$ cat src/rtl/mul_pkg.sv
// Shared types and constants for the MULT/MULTU sequencer and its HI/LO register pair.
package mul_pkg;

    typedef enum logic [1:0] {
        ST_IDLE = 2'd0,
        ST_LOAD = 2'd1,
        ST_WAIT = 2'd2,
        ST_DONE = 2'd3
    } mul_state_e;

    localparam int unsigned MUL_LAT_DEFAULT = 1;
    localparam int unsigned HILO_W          = 32;
    // Holds MUL_LAT-1 for the supported latency range of 1..4.
    localparam int unsigned CNT_W           = 2;

endpackage

$ cat src/rtl/mul_hilo_ctrl_hilo_regs.sv
// Architectural HI/LO pair: product commit has priority over MTHI/MTLO, reset clears both.
module hilo_regs
    import mul_pkg::*;
(
    input  logic                clk_i,
    input  logic                rst_i,
    input  logic                prod_we_i,
    input  logic [2*HILO_W-1:0] prod_i,
    input  logic                mt_en_i,
    input  logic                hi_we_i,
    input  logic                lo_we_i,
    input  logic [HILO_W-1:0]   wdata_i,
    output logic [HILO_W-1:0]   hi_o,
    output logic [HILO_W-1:0]   lo_o
);

    logic [HILO_W-1:0] hi_q, hi_d;
    logic [HILO_W-1:0] lo_q, lo_d;

    always_comb begin
        hi_d = hi_q;
        lo_d = lo_q;
        if (prod_we_i) begin
            hi_d = prod_i[2*HILO_W-1:HILO_W];
            lo_d = prod_i[HILO_W-1:0];
        end else if (mt_en_i) begin
            if (hi_we_i) hi_d = wdata_i;
            if (lo_we_i) lo_d = wdata_i;
        end
    end

    always_ff @(posedge clk_i) begin
        if (rst_i) begin
            hi_q <= '0;
            lo_q <= '0;
        end else begin
            hi_q <= hi_d;
            lo_q <= lo_d;
        end
    end

    assign hi_o = hi_q;
    assign lo_o = lo_q;

endmodule

$ cat src/rtl/mul_hilo_ctrl.sv
// Sequences a MULT/MULTU through the tree multiplier, stalls EX, and commits the product to HI/LO.
module mul_hilo_ctrl
    import mul_pkg::*;
#(
    parameter int unsigned MUL_LAT = MUL_LAT_DEFAULT
) (
    input  logic                clk,
    input  logic                rst,
    input  logic                flush,
    input  logic                req_valid,
    input  logic                req_signed,
    input  logic [HILO_W-1:0]   req_op1,
    input  logic [HILO_W-1:0]   req_op2,
    input  logic                hi_we,
    input  logic                lo_we,
    input  logic [HILO_W-1:0]   hilo_wdata,
    output logic                mul_start,
    output logic                mul_sign,
    output logic [HILO_W-1:0]   mul_op1,
    output logic [HILO_W-1:0]   mul_op2,
    input  logic [2*HILO_W-1:0] mul_result,
    output logic                stallreq,
    output logic                done,
    output logic [HILO_W-1:0]   hi,
    output logic [HILO_W-1:0]   lo
);

    mul_state_e        state_q;
    logic [CNT_W-1:0]  cnt_q;
    logic              start_q;
    logic              sign_q;
    logic [HILO_W-1:0] op1_q;
    logic [HILO_W-1:0] op2_q;
    logic              done_q;

    logic commit;
    logic mt_en;

    // Flush beats the final-cycle commit, so a flushed product never reaches HI/LO.
    assign commit = (state_q == ST_WAIT) && (cnt_q == '0) && !flush;
    assign mt_en  = (state_q == ST_IDLE) && !flush;

    always_ff @(posedge clk) begin
        if (rst) begin
            state_q <= ST_IDLE;
            cnt_q   <= '0;
            start_q <= 1'b0;
            sign_q  <= 1'b0;
            op1_q   <= '0;
            op2_q   <= '0;
            done_q  <= 1'b0;
        end else if (flush) begin
            state_q <= ST_IDLE;
            start_q <= 1'b0;
            done_q  <= 1'b0;
        end else begin
            done_q <= 1'b0;
            case (state_q)
                ST_IDLE: begin
                    if (req_valid) begin
                        sign_q  <= req_signed;
                        op1_q   <= req_op1;
                        op2_q   <= req_op2;
                        start_q <= 1'b1;
                        state_q <= ST_LOAD;
                    end
                end
                ST_LOAD: begin
                    cnt_q   <= CNT_W'(MUL_LAT - 1);
                    state_q <= ST_WAIT;
                end
                ST_WAIT: begin
                    if (cnt_q == '0) begin
                        start_q <= 1'b0;
                        done_q  <= 1'b1;
                        state_q <= ST_DONE;
                    end else begin
                        cnt_q <= cnt_q - 1'b1;
                    end
                end
                ST_DONE: begin
                    // req_valid here is the instruction being released; do not re-accept it.
                    state_q <= ST_IDLE;
                end
                default: state_q <= ST_IDLE;
            endcase
        end
    end

    assign stallreq = !rst && !flush &&
                      (((state_q == ST_IDLE) && req_valid) ||
                       (state_q == ST_LOAD) || (state_q == ST_WAIT));

    hilo_regs u_hilo (
        .clk_i     (clk),
        .rst_i     (rst),
        .prod_we_i (commit),
        .prod_i    (mul_result),
        .mt_en_i   (mt_en),
        .hi_we_i   (hi_we),
        .lo_we_i   (lo_we),
        .wdata_i   (hilo_wdata),
        .hi_o      (hi),
        .lo_o      (lo)
    );

    assign mul_start = start_q;
    assign mul_sign  = sign_q;
    assign mul_op1   = op1_q;
    assign mul_op2   = op2_q;
    assign done      = done_q;

endmodule

$ cat config.mk
export PLATFORM = sky130hd
export DESIGN_NAME = mul_hilo_ctrl
export DESIGN_NICKNAME = d
export VERILOG_FILES = /design/src/rtl/mul_pkg.sv /design/src/rtl/mul_hilo_ctrl_hilo_regs.sv /design/src/rtl/mul_hilo_ctrl.sv
export SDC_FILE = /design/constraint.sdc
export NUM_CORES = 1
export LEC_CHECK = 0
export CORE_ASPECT_RATIO = 0.6
export CORE_MARGIN = 3
export CORE_UTILIZATION = 43
export CTS_BUF_LIST = sky130_fd_sc_hd__clkbuf_4 sky130_fd_sc_hd__clkbuf_8
export DETAILED_ROUTE_END_ITERATION = 10
export HOLD_SLACK_MARGIN = 0.05
export PLACE_DENSITY_LB_ADDON = 0.05
export SLEW_MARGIN = 20
export SYNTH_ARGS = -nofsm -noshare
export SYNTH_HDL_FRONTEND = slang
export SYNTH_SLANG_ARGS = --single-unit
$ cat constraint.sdc
create_clock -name clk -period 3.9 [get_ports clk]
set_input_delay 0.78 -clock clk [delete_from_list [all_inputs] [get_ports clk]]
set_output_delay 0.78 -clock clk [all_outputs]
set_load 0.05 [all_outputs]
==> metrics.md, run 1 <==
| Metric | Value |
|---|---|
| Grt total ovfl | 0 |
| Tightest Pin Transition | roughly 0.74 ns |
| Height of the die | between 90 and 100 µm |
| Flop2flop setup slack | between 1.5 and 2 ns |
| Synth Warn # | 0 |
| Mapped Nets | roughly 860 |
| Post-synth top cells | nand2_1 (259), dfxtp_1 (135), a21oi_1 (70) |
| Ant diodes | 0 |
| Worst-Skew Late Latency | ~0.43 ns |
| Cell variety after synth | 24 |
| Hpwl dp | 13.43 mm |
| Clock buffer depth | 2 |
| Total GRT Usage | 25.70% |
| Critical Path Sink | stallreq |
| Clk pin slew, worst setup/hold paths | 0.08 ns |
| Max_slew headroom | about half |
| Vias per cell | roughly 5.2 |
| Reg2reg start | state_q[0]$_SDFFE_PP0P_ |
| Crit-path cells | clkdlybuf4s50_1 > or2_2 > nor2_1 > clkdlybuf4s50_1 |
| Clock Power Share | 33.2% |
| Core area | 11750 µm² |
| Largest net degree at the start of global routing | around 110 |
| Cell Area, Synth | about 5400 µm² |
| Final setup violation count | 0 |
| Vias in the first global route | ~5.7k |
| CP max stage delay | roughly 0.82 ns |
| Hold-fix buffers, CTS | 0 |
| Power Total | ~3400 µW |
| Setup TNS | 0 ns |
| Setup CP Type | in -> out |
| Synth Flop Type | dfxtp_1 |
| Final hold vios | 0 |
| Cell Int Power | around 2300 µW |
| Synth top area share | 50.12% |
| Slowest CP cell | clkdlybuf4s50_1 |
| GP Congestion | approximately 0.84 |
| Final Skew | about 0.012 ns |
| Share of cells above drive strength 1 | 4.954% |
| Die area | ~14000 µm² |
| Req. time, crit path | between 3 and 4 ns |
| CP Capture Type | primary output |
| PostCTS Resize Cnt | 0 |
| Status | complete, no violations |
| Clock Tree Root | clkbuf_8 |
| RSZ-0062 raised after global routing | false |
| Antenna violations before repair | 0 |
| Sw frac | approximately a third |
| Fin nets | approximately 1.1k |
| Routed len/inst | approximately 16 µm |
| Mapped Avg Cell Area | about 7.9 µm² |
| Maxcap violations | 0 |
| Die X | ~150 µm |
| Number of synthesized flops with an enable pin | 0 |
| Initial Util | a little under half |
| Pwr dens | between 300 and 400 nW/µm² |
| Worst r2r dst | u_hilo.hi_o[1]$_SDFFE_PP0P_ |
| Hold depth | 2 |
| Fmax | between 200 and 300 MHz |
| Layout Utilization | approximately 75% |
| # rows | 30 |
| Leakage power | between 0.003 and 0.004 µW |
| CP dominant cell by count | clkdlybuf4s50_1 |
| 1st-iter DRT viols | between 200 and 250 |
| Post CTS Setup Buffer Count | 0 |
| Post-synth ARST share | 0% |
| Clock buffer count from CTS | 17 |
| NetSw | about 1100 µW |
| Arrival time worst endpoint | about 2.7 ns |
| R2R depth | 6 |
| DRT Pass-1 Iters | 5 |
| Combinational fraction of design power | 23.0% |
| Post-Route WL | ~19 mm |
| I/O Pins | between 200 and 300 |
| DR DRC count | 0 |
| Layout fillers | ~880 |
| Final worst path period need | approximately 3.4 ns |
| PortBufs | 298 |
| Max-slew violations | 0 |
| Cells after Synth | 685 |
| Synth top area cells | dfxtp_1 (50%), nand2_1 (18%), a311oi_1 (10%) |
| First-pass GRT wire length | around 29 mm |
| CTS tree | built |
| Total number of vias | approximately 6k |
| Register area share after synthesis | between 50 and 60% |
| #FFs+latches synth | between 100 and 150 |
| Crit-path max FO | 10 |
| Setup crit start | flush |
| Layout Area Growth over Synthesis | 63.20% |
| Synth area leader | dfxtp_1 |
| Flop pwr share | a little over two fifths |
| Peak supply drop | between 200 and 300 µV |
| Count leader, synth | nand2_1 |
| Clock sink count | between 100 and 150 |
| Routed Antenna Nets | 0 |
| Worst hold-check path type | reg -> reg |
| Startpoint types | input pin |
| Final worst-path cycle share | 88.43% |
| # H-tree levels | 4 |
[layout make-up]
cell class / instances / area, µm² / share of cell area (%)
repair buffers: 310 / 3141 / 35.68
multi-input cells: 488 / 2361 / 26.83
well taps: 160 / 200.2 / 2.275
clock buffers: 18 / 241.5 / 2.744
inverters: 4 / 15.01 / 0.1706
flip-flops and latches: 135 / 2703 / 30.71
clock inverters: 14 / 140.1 / 1.592
[logic make-up (layout without fill, tap and decap cells)]
logic type      after synthesis  count (layout)  synth area share (%)
compound gates              141             141                 17.82
fa+ha+maj                     5               5                 1.160
buf+inv                      62             346                 6.125
flops                       135             135                 50.12
simple gates                342             342                 24.78
[stage by stage]
stage | worst slack (ns) | area, µm² | hold WS [ns] | std cells
finish | 0.4513 | 8801 | 0.4563 | 1129
global route | 0.3601 | 8801 | 0.4727 | 1129
global placement | 0.4825 | 8392 | 0.4407 | 1096
floorplan | 1.244 | 5393 | 0.4496 | 685
detailed placement | 0.4566 | 8392 | 0.4472 | 1096
CTS | 0.4459 | 8773 | 0.4586 | 1128
[power by group through the flow]
stage	clock network, µW	registers (µW)	logic (µW)
after floorplan	0	1760	175
after global placement	0	1510	767
after detailed placement	0	1520	776
after CTS	1150	1490	780
after global routing	1220	1500	824
final	1130	1490	780
[worst max-delay path: cells and delay by family]
kind                   cells  cell delay, ns
AND/OR/NAND/NOR            2            0.52
buffers and inverters      2            1.37
[registers in the layout, indices dropped and copies added (netlist names)]
name,cells
mul_start,1
u_hilo.lo_o,32
done,1
mul_sign,1
state_q,2
mul_op2,32
mul_op1,32
u_hilo.hi_o,32
cnt_q,2
[cell usage in the layout (no fill, tap or decap), types with 2 or more instances in the layout]
master / instances
a211oi_1: 2
a21oi_1: 70
a311oi_1: 64
and3b_1: 2
buf_12: 4
buf_4: 8
clkbuf_8: 17
clkdlybuf4s50_1: 297
clkinv_4: 3
clkinvlp_4: 2
dfxtp_1: 135
ha_1: 5
inv_1: 4
inv_6: 6
nand2_1: 259
nand2b_1: 4
nand3b_1: 4
nor2_1: 68
o21ai_0: 2
[per-layer routing]
layer  part of all wire (%)  vias up  GRT usage [%]  wire length (µm)
met5                      0        -              0                 0
met4                    1.7        0          7.240               325
met3                     10       26          8.998              1874
met2                     50      234          44.84              9269
met1                     38     2804          29.93              7128
li1                       -     2846              -                 -
[worst min-delay path by stage]
stage / from / to / slack (ns)
finish: mul_op1[15]$_SDFFE_PP0P_ / mul_op1[15]$_SDFFE_PP0P_ / 0.46
global route: mul_op1[30]$_SDFFE_PP0P_ / mul_op1[30]$_SDFFE_PP0P_ / 0.47
CTS: mul_op1[15]$_SDFFE_PP0P_ / mul_op1[15]$_SDFFE_PP0P_ / 0.46
detailed placement: mul_op1[15]$_SDFFE_PP0P_ / mul_op1[15]$_SDFFE_PP0P_ / 0.45
global placement: mul_op1[15]$_SDFFE_PP0P_ / mul_op1[15]$_SDFFE_PP0P_ / 0.44
floorplan: cnt_q[0]$_SDFFE_PP0P_ / cnt_q[0]$_SDFFE_PP0P_ / 0.45
Power figures use the tool's default switching activity.
==> run 2, diff against run 1 <==
--- a/config.mk
+++ b/config.mk
@@ -7,11 +7,10 @@
 export LEC_CHECK = 0
 export CORE_ASPECT_RATIO = 0.6
 export CORE_MARGIN = 3
-export CORE_UTILIZATION = 43
-export CTS_BUF_LIST = sky130_fd_sc_hd__clkbuf_4 sky130_fd_sc_hd__clkbuf_8
+export CORE_UTILIZATION = 42
 export DETAILED_ROUTE_END_ITERATION = 10
 export HOLD_SLACK_MARGIN = 0.05
-export PLACE_DENSITY_LB_ADDON = 0.05
+export PLACE_DENSITY = 0.86
 export SLEW_MARGIN = 20
 export SYNTH_ARGS = -nofsm -noshare
 export SYNTH_HDL_FRONTEND = slang
==> metrics.md, run 2 (synthesized netlist as in run 1, its figures left out) <==
| Metric | Value |
|---|---|
| Status | complete, no violations |
| Largest net degree at the start of global routing | 92 (-17%) |
| Clock buffer depth | 2 (unchanged) |
| DR DRC count | 0 (unchanged) |
| Fmax | 306.8 MHz (+5.8%) |
| CP dominant cell by count | clkdlybuf4s50_1 |
| DRT Pass-1 Iters | 5 (unchanged) |
| Clock buffer count from CTS | 17 (unchanged) |
| Placement-stage cell area | 8368 µm² (-0.28%) |
| Total GRT Usage | 25.32% (-0.38 points) |
| GP Congestion | 0.8736 (+4.2%) |
| Maxcap violations | 0 (unchanged) |
| Req. time, crit path | 3.12 ns (about the same) |
| Antenna violations before repair | 0 (unchanged) |
| Final worst path period need | 3.259 ns (-0.1893 ns) |
| Clk pin slew, worst setup/hold paths | 0.05 ns (-0.03 ns) |
| Hold-fix buffers, CTS | 0 (unchanged) |
| Initial Util | 43.86% (-2.0 points) |
| I/O Pins | 299 (unchanged) |
| Final setup violation count | 0 (unchanged) |
| Flop pwr share | 36.8% (-7.0 points) |
| Post-Route WL | 18.75 mm (+0.80%) |
| Die area | 14280 µm² (+2.3%) |
| Final worst-path cycle share | 83.57% (-4.9 points) |
| Max-slew violations | 0 (unchanged) |
| Clock Power Share | 43.8% (+11 points) |
| Crit-path cells | clkdlybuf4s50_1 > or2_2 > nor2_1 > clkdlybuf4s50_1 |
| Grt total ovfl | 0 (unchanged) |
| Fin area | 9021 µm² (+2.5%) |
| Arrival time worst endpoint | 2.48 ns (-0.19 ns) |
| Setup TNS | 0 ns (unchanged) |
| Routed Antenna Nets | 0 (unchanged) |
| Worst hold-check path type | reg -> reg |
| CTS tree | built |
| RSZ-0062 raised after global routing | false |
| Vias in the first global route | 5448 (-4.2%) |
| # rows | 31 (+3.3%) |
| Peak supply drop | 290.8 µV (+11%) |
| Worst path bufs/invs | 2 (unchanged) |
| Critical path's top delay family | buffers and inverters |
| Core area | 12300 µm² (+4.7%) |
| # H-tree levels | 4 (unchanged) |
| Worst-Skew Late Latency | 0.41 ns (-0.02 ns) |
| Leakage power | 0.003241 µW (+3.0%) |
| Sw frac | 27.04% (-5.0 points) |
| Startpoint types | input pin |
| Commonest non-fill, non-tap cell in the layout | clkdlybuf4s50_1 |
| NetSw | 1092 µW (+0.36%) |
| Final Skew | 0.01096 ns (-0.0008384 ns) |
| Slowest CP cell | clkdlybuf4s50_1 |
| Total number of vias | 5728 (-3.1%) |
| PortBufs | 298 (unchanged) |
| Crit-path max FO | 4 (-6) |
| Clock Tree Root | clkbuf_16 |
| Layout Area Growth over Synthesis | 67.29% |
| CP Capture Type | primary output |
| Share of cells above drive strength 1 | 4.752% (-0.20 points) |
| Final hold vios | 0 (unchanged) |
| Hpwl dp | 13.21 mm (-1.6%) |
| Pwr dens | 447.9 nW/µm² (+16%) |
| Fin nets | 1128 (unchanged) |
| Height of the die | 93.77 µm (+1.1%) |
| Worst hold slack | 0.4512 ns (-0.005108 ns) |
| Post CTS Setup Buffer Count | 0 (unchanged) |
| First-pass GRT wire length | 28.86 mm (+0.29%) |
| 1st-iter DRT viols | 328 (+38%) |
| Commonest cells after routing, fill and taps aside | clkdlybuf4s50_1 (297), nand2_1 (259), dfxtp_1 (135) |
| Cell Int Power | 2948 µW (+28%) |
| Routed len/inst | 16.54 µm (+0.44%) |
| Setup CP Type | in -> out |
| Combinational fraction of design power | 19.3% (-3.7 points) |
| Vias per cell | 5.056 (-3.4%) |
| Tightest Pin Transition | 0.9831 ns (+0.2460 ns) |
| Ant diodes | 0 (unchanged) |
| CP max stage delay | 0.82 ns (about the same) |
| PostCTS Resize Cnt | 0 (unchanged) |
| Clock sink count | 135 (unchanged) |
| Die X | 152.3 µm (+1.1%) |
| Max_slew headroom | 34.46% (-16 points) |
==> run 2: changes by cell type in the layout (fill, tap and decap cells not counted), sizes merged <==
cell	delta
bufinv	+4
inv	-6
clkbuf	+2
clkinv	-1
==> run 2: final cells by class <==
class	count	area [µm²]
clock buffers	20	456.7
clock inverters	11	196.4
fillers	924	3274
inverters	4	15.01
multi-input cells	488	2361
flip-flops and latches	135	2703
well taps	165	206.4
repair buffers	310	3083
==> run 2: worst min-delay path, stage by stage, from the launching register on <==
cell	delay (ns)
dfxtp_1	0.30
nand2_1	0.05
a21oi_1	0.05
==> run 2: per-layer routing <==
layer | part of all wire (%) | routed length, µm | GRT usage [%] | up-vias
met4 | 1.6 | 291 | 6.956 | 0
met1 | 41 | 7701 | 30.55 | 2645
met2 | 49 | 9093 | 42.98 | 221
li1 | - | - | - | 2839
met3 | 8.9 | 1659 | 9.342 | 23
met5 | 0 | 0 | 0 | -
==> run 2: per-stage QoR <==
stage | std cells | power (µW) | worst slack (ns) | util (%)
global placement | 1102 | 2289 | 0.6527 | 68.06
global route | 1133 | 4185 | 0.6039 | 73.37
finish | 1133 | 4041 | 0.6406 | 73.37
floorplan | 685 | 1939 | 1.244 | -
detailed placement | 1102 | 2298 | 0.6310 | 68.06
CTS | 1133 | 4070 | 0.6330 | 73.37
==> run 2: final timing paths <==
| kind | startpoint | endpoint | slack [ns] | depth (start not counted) |
|---|---|---|---|---|
| max reg2reg | state_q[1]$_SDFFE_PP0P_ | u_hilo.lo_o[29]$_SDFFE_PP0P_ | 1.77 | 6 |
| min | mul_op2[22]$_SDFFE_PP0P_ | mul_op2[22]$_SDFFE_PP0P_ | 0.45 | 2 |
| max | flush | stallreq | 0.64 | 4 |
| min reg2reg | mul_op2[22]$_SDFFE_PP0P_ | mul_op2[22]$_SDFFE_PP0P_ | 0.45 | 2 |
==> run 2: power by group through the flow <==
stage / combinational, µW / clock, µW / sequential (µW)
after floorplan: 175 / 0 / 1760
after global placement: 775 / 0 / 1510
after detailed placement: 780 / 0 / 1520
after CTS: 785 / 1800 / 1490
after global routing: 826 / 1860 / 1500
final: 782 / 1770 / 1490
==> run 3, diff against run 2 <==
--- a/config.mk
+++ b/config.mk
@@ -7,10 +7,10 @@
 export LEC_CHECK = 0
 export CORE_ASPECT_RATIO = 0.6
 export CORE_MARGIN = 3
-export CORE_UTILIZATION = 42
+export CORE_UTILIZATION = 39
 export DETAILED_ROUTE_END_ITERATION = 10
 export HOLD_SLACK_MARGIN = 0.05
-export PLACE_DENSITY = 0.86
+export PLACE_DENSITY = 0.81
 export SLEW_MARGIN = 20
 export SYNTH_ARGS = -nofsm -noshare
 export SYNTH_HDL_FRONTEND = slang
==> constraint.sdc (replaced) <==
create_clock -name clk -period 3.4 [get_ports clk]
set_input_delay 0.68 -clock clk [delete_from_list [all_inputs] [get_ports clk]]
set_output_delay 0.68 -clock clk [all_outputs]
set_load 0.05 [all_outputs]
==> metrics.md, run 3 (synthesized netlist as in run 1, its figures left out) <==
| Metric | Value |
|---|---|
| Hold-fix buffers, CTS | 0 (unchanged) |
| Layout Utilization | 68.33% (-5.0 points) |
| # rows | 32 (+3.2%) |
| Commonest non-fill, non-tap cell in the layout | clkdlybuf4s50_1 |
| I/O Pins | 299 (unchanged) |
| Sw frac | 28.29% (+1.3 points) |
| Routed len/inst | 16.15 µm (-2.4%) |
| Worst hold-check path type | reg -> reg |
| Final Skew | 0.01122 ns (+0.0002593 ns) |
| Peak supply drop | 302.1 µV (+3.9%) |
| Clk pin slew, worst setup/hold paths | 0.06 ns (about the same) |
| CP Capture Type | primary output |
| Final worst path period need | 2.626 ns |
| Reg2reg start | state_q[0]$_SDFFE_PP0P_ |
| Ant diodes | 0 (unchanged) |
| R2R depth | 6 (unchanged) |
| Clock sink count | 135 (unchanged) |
| Arrival time worst endpoint | 1.95 ns (-0.53 ns) |
| DR DRC count | 0 (unchanged) |
| Layout fillers | 1095 (+19%) |
| Max-slew violations | 0 (unchanged) |
| Crit-path cells | clkdlybuf4s50_1 > or2_2 > nor2_1 > buf_4 |
| Worst hold slack | 0.4512 ns (+0.000007000 ns) |
| NetSw | 1272 µW (+16%) |
| DRT Pass-1 Iters | 7 (+2) |
| Tightest Pin Transition | 0.9319 ns (-0.05126 ns) |
| CP max stage delay | 0.54 ns (-0.28 ns) |
| Core area | 13170 µm² (+7.1%) |
| Grt total ovfl | 0 (unchanged) |
| Critical path's top delay family | buffers and inverters |
| Status | complete, no violations |
| Height of the die | 97.09 µm (+3.5%) |
| Pwr dens | 499.4 nW/µm² (+11%) |
| Total GRT Usage | 22.68% (-2.6 points) |
| Clock Power Share | 42.1% (-1.7 points) |
| Final setup violation count | 0 (unchanged) |
| Die area | 15320 µm² (+7.3%) |
| Hold path start | mul_op1[12]$_SDFFE_PP0P_ |
| Hold depth | 2 (unchanged) |
| Largest net degree at the start of global routing | 88 (-4.3%) |
| Worst path bufs/invs | 2 (unchanged) |
| # H-tree levels | 4 (unchanged) |
| Req. time, crit path | 2.72 ns (-0.40 ns) |
| Worst-Skew Late Latency | 0.41 ns (about the same) |
| 1st-iter DRT viols | 301 (-8.2%) |
| Fin nets | 1127 (-0.089%) |
| Maxcap violations | 0 (unchanged) |
| Combinational fraction of design power | 19.9% (+0.6 points) |
| Setup TNS | 0 ns (unchanged) |
| Layout Area Growth over Synthesis | 66.91% |
| Initial Util | 40.94% (-2.9 points) |
| Clock Tree Root | clkbuf_16 |
| Clock buffer count from CTS | 17 (unchanged) |
| Vias per cell | 5.043 (-0.25%) |
| Routed Antenna Nets | 0 (unchanged) |
| Setup CP Type | in -> out |
| Flop pwr share | 38.0% (+1.2 points) |
| Slowest CP cell | clkdlybuf4s50_1 |
| Multi-input gate area | 2361 µm² (unchanged) |
| Crit-path max FO | 10 (+6) |
| CTS tree | built |
| Startpoint types | input pin |
| Final hold vios | 0 (unchanged) |
| Hpwl dp | 13.09 mm (-0.92%) |
| Post CTS Setup Buffer Count | 0 (unchanged) |
| Cell Int Power | 3223 µW (+9.3%) |
| Commonest cells after routing, fill and taps aside | clkdlybuf4s50_1 (296), nand2_1 (259), dfxtp_1 (135) |
| PortBufs | 298 (unchanged) |
| Sequential cell area | 2703 µm² (unchanged) |
| RSZ-0062 raised after global routing | false |
| Leakage power | 0.003226 µW (-0.47%) |
| Flop2flop setup slack | 1.50 ns (-0.27 ns) |
| Clock buffer depth | 2 (unchanged) |
| PostCTS Resize Cnt | 0 (unchanged) |
| GP Congestion | 0.8119 (-7.1%) |
| Post-Route WL | 18.36 mm (-2.0%) |
| Final worst-path cycle share | ~77% |
| Die X | 157.8 µm (+3.6%) |
| Total number of vias | 5734 (+0.10%) |
| Worst r2r dst | u_hilo.hi_o[10]$_SDFFE_PP0P_ |
| Antenna violations before repair | 0 (unchanged) |
| Share of cells above drive strength 1 | 4.860% (+0.11 points) |
| Worst Hold End | mul_op1[12]$_SDFFE_PP0P_ |
| Max_slew headroom | 37.88% (+3.4 points) |
| Vias in the first global route | 5216 (-4.3%) |
| Fmax | 380.8 MHz |
| First-pass GRT wire length | 27.72 mm (-4.0%) |
-- run 3: tightest hold or removal path: cells and delay by family, from the launching register on --
family          cells  cell delay, ns
flops               1            0.31
simple gates        1            0.05
compound gates      1            0.05
-- run 3: how the worst max path moves through the flow --
stage / start / to / cells after the start
floorplan: rst / stallreq / 3
global placement: flush / stallreq / 4
detailed placement: flush / stallreq / 4
CTS: flush / stallreq / 4
global route: flush / stallreq / 4
finish: flush / stallreq / 4
-- run 3: area by class of cell --
| cell class | instances | area share [%] |
|---|---|---|
| Multi-Input combinational cell | 488 | 26.23 |
| Sequential cell | 135 | 30.03 |
| Inverter | 4 | 0.1668 |
| Clock inverter | 13 | 1.918 |
| Clock buffer | 18 | 4.879 |
| Tap cell | 170 | 2.363 |
| Timing Repair Buffer | 309 | 34.42 |
-- run 3: power by group through the flow --
stage / Clock (µW) / Sequential (µW) / Combinational (µW)
final: 1890 / 1710 / 896
after global routing: 1990 / 1720 / 948
after CTS: 1930 / 1710 / 901
after detailed placement: 0 / 1740 / 897
after global placement: 0 / 1740 / 891
after floorplan: 0 / 2020 / 201
-- run 3: routing by layer --
metal	GRT usage, %	vias up	routed length (µm)
met4	6.733	0	335
met2	37.06	230	8590
met5	0	-	0
li1	-	2835	-
met1	27.15	2644	7489
met3	9.613	25	1947
-- run 3: stage by stage --
step | setup WS, ns | power [µW] | area (µm²) | instances
after floorplan | 0.9441 | 2224 | 5393 | 685
after global placement | 0.8049 | 2630 | 8389 | 1106
after detailed placement | 0.7580 | 2638 | 8389 | 1106
after CTS | 0.7601 | 4535 | 9001 | 1137
after global routing | 0.6963 | 4652 | 9001 | 1137
final | 0.7739 | 4495 | 9001 | 1137
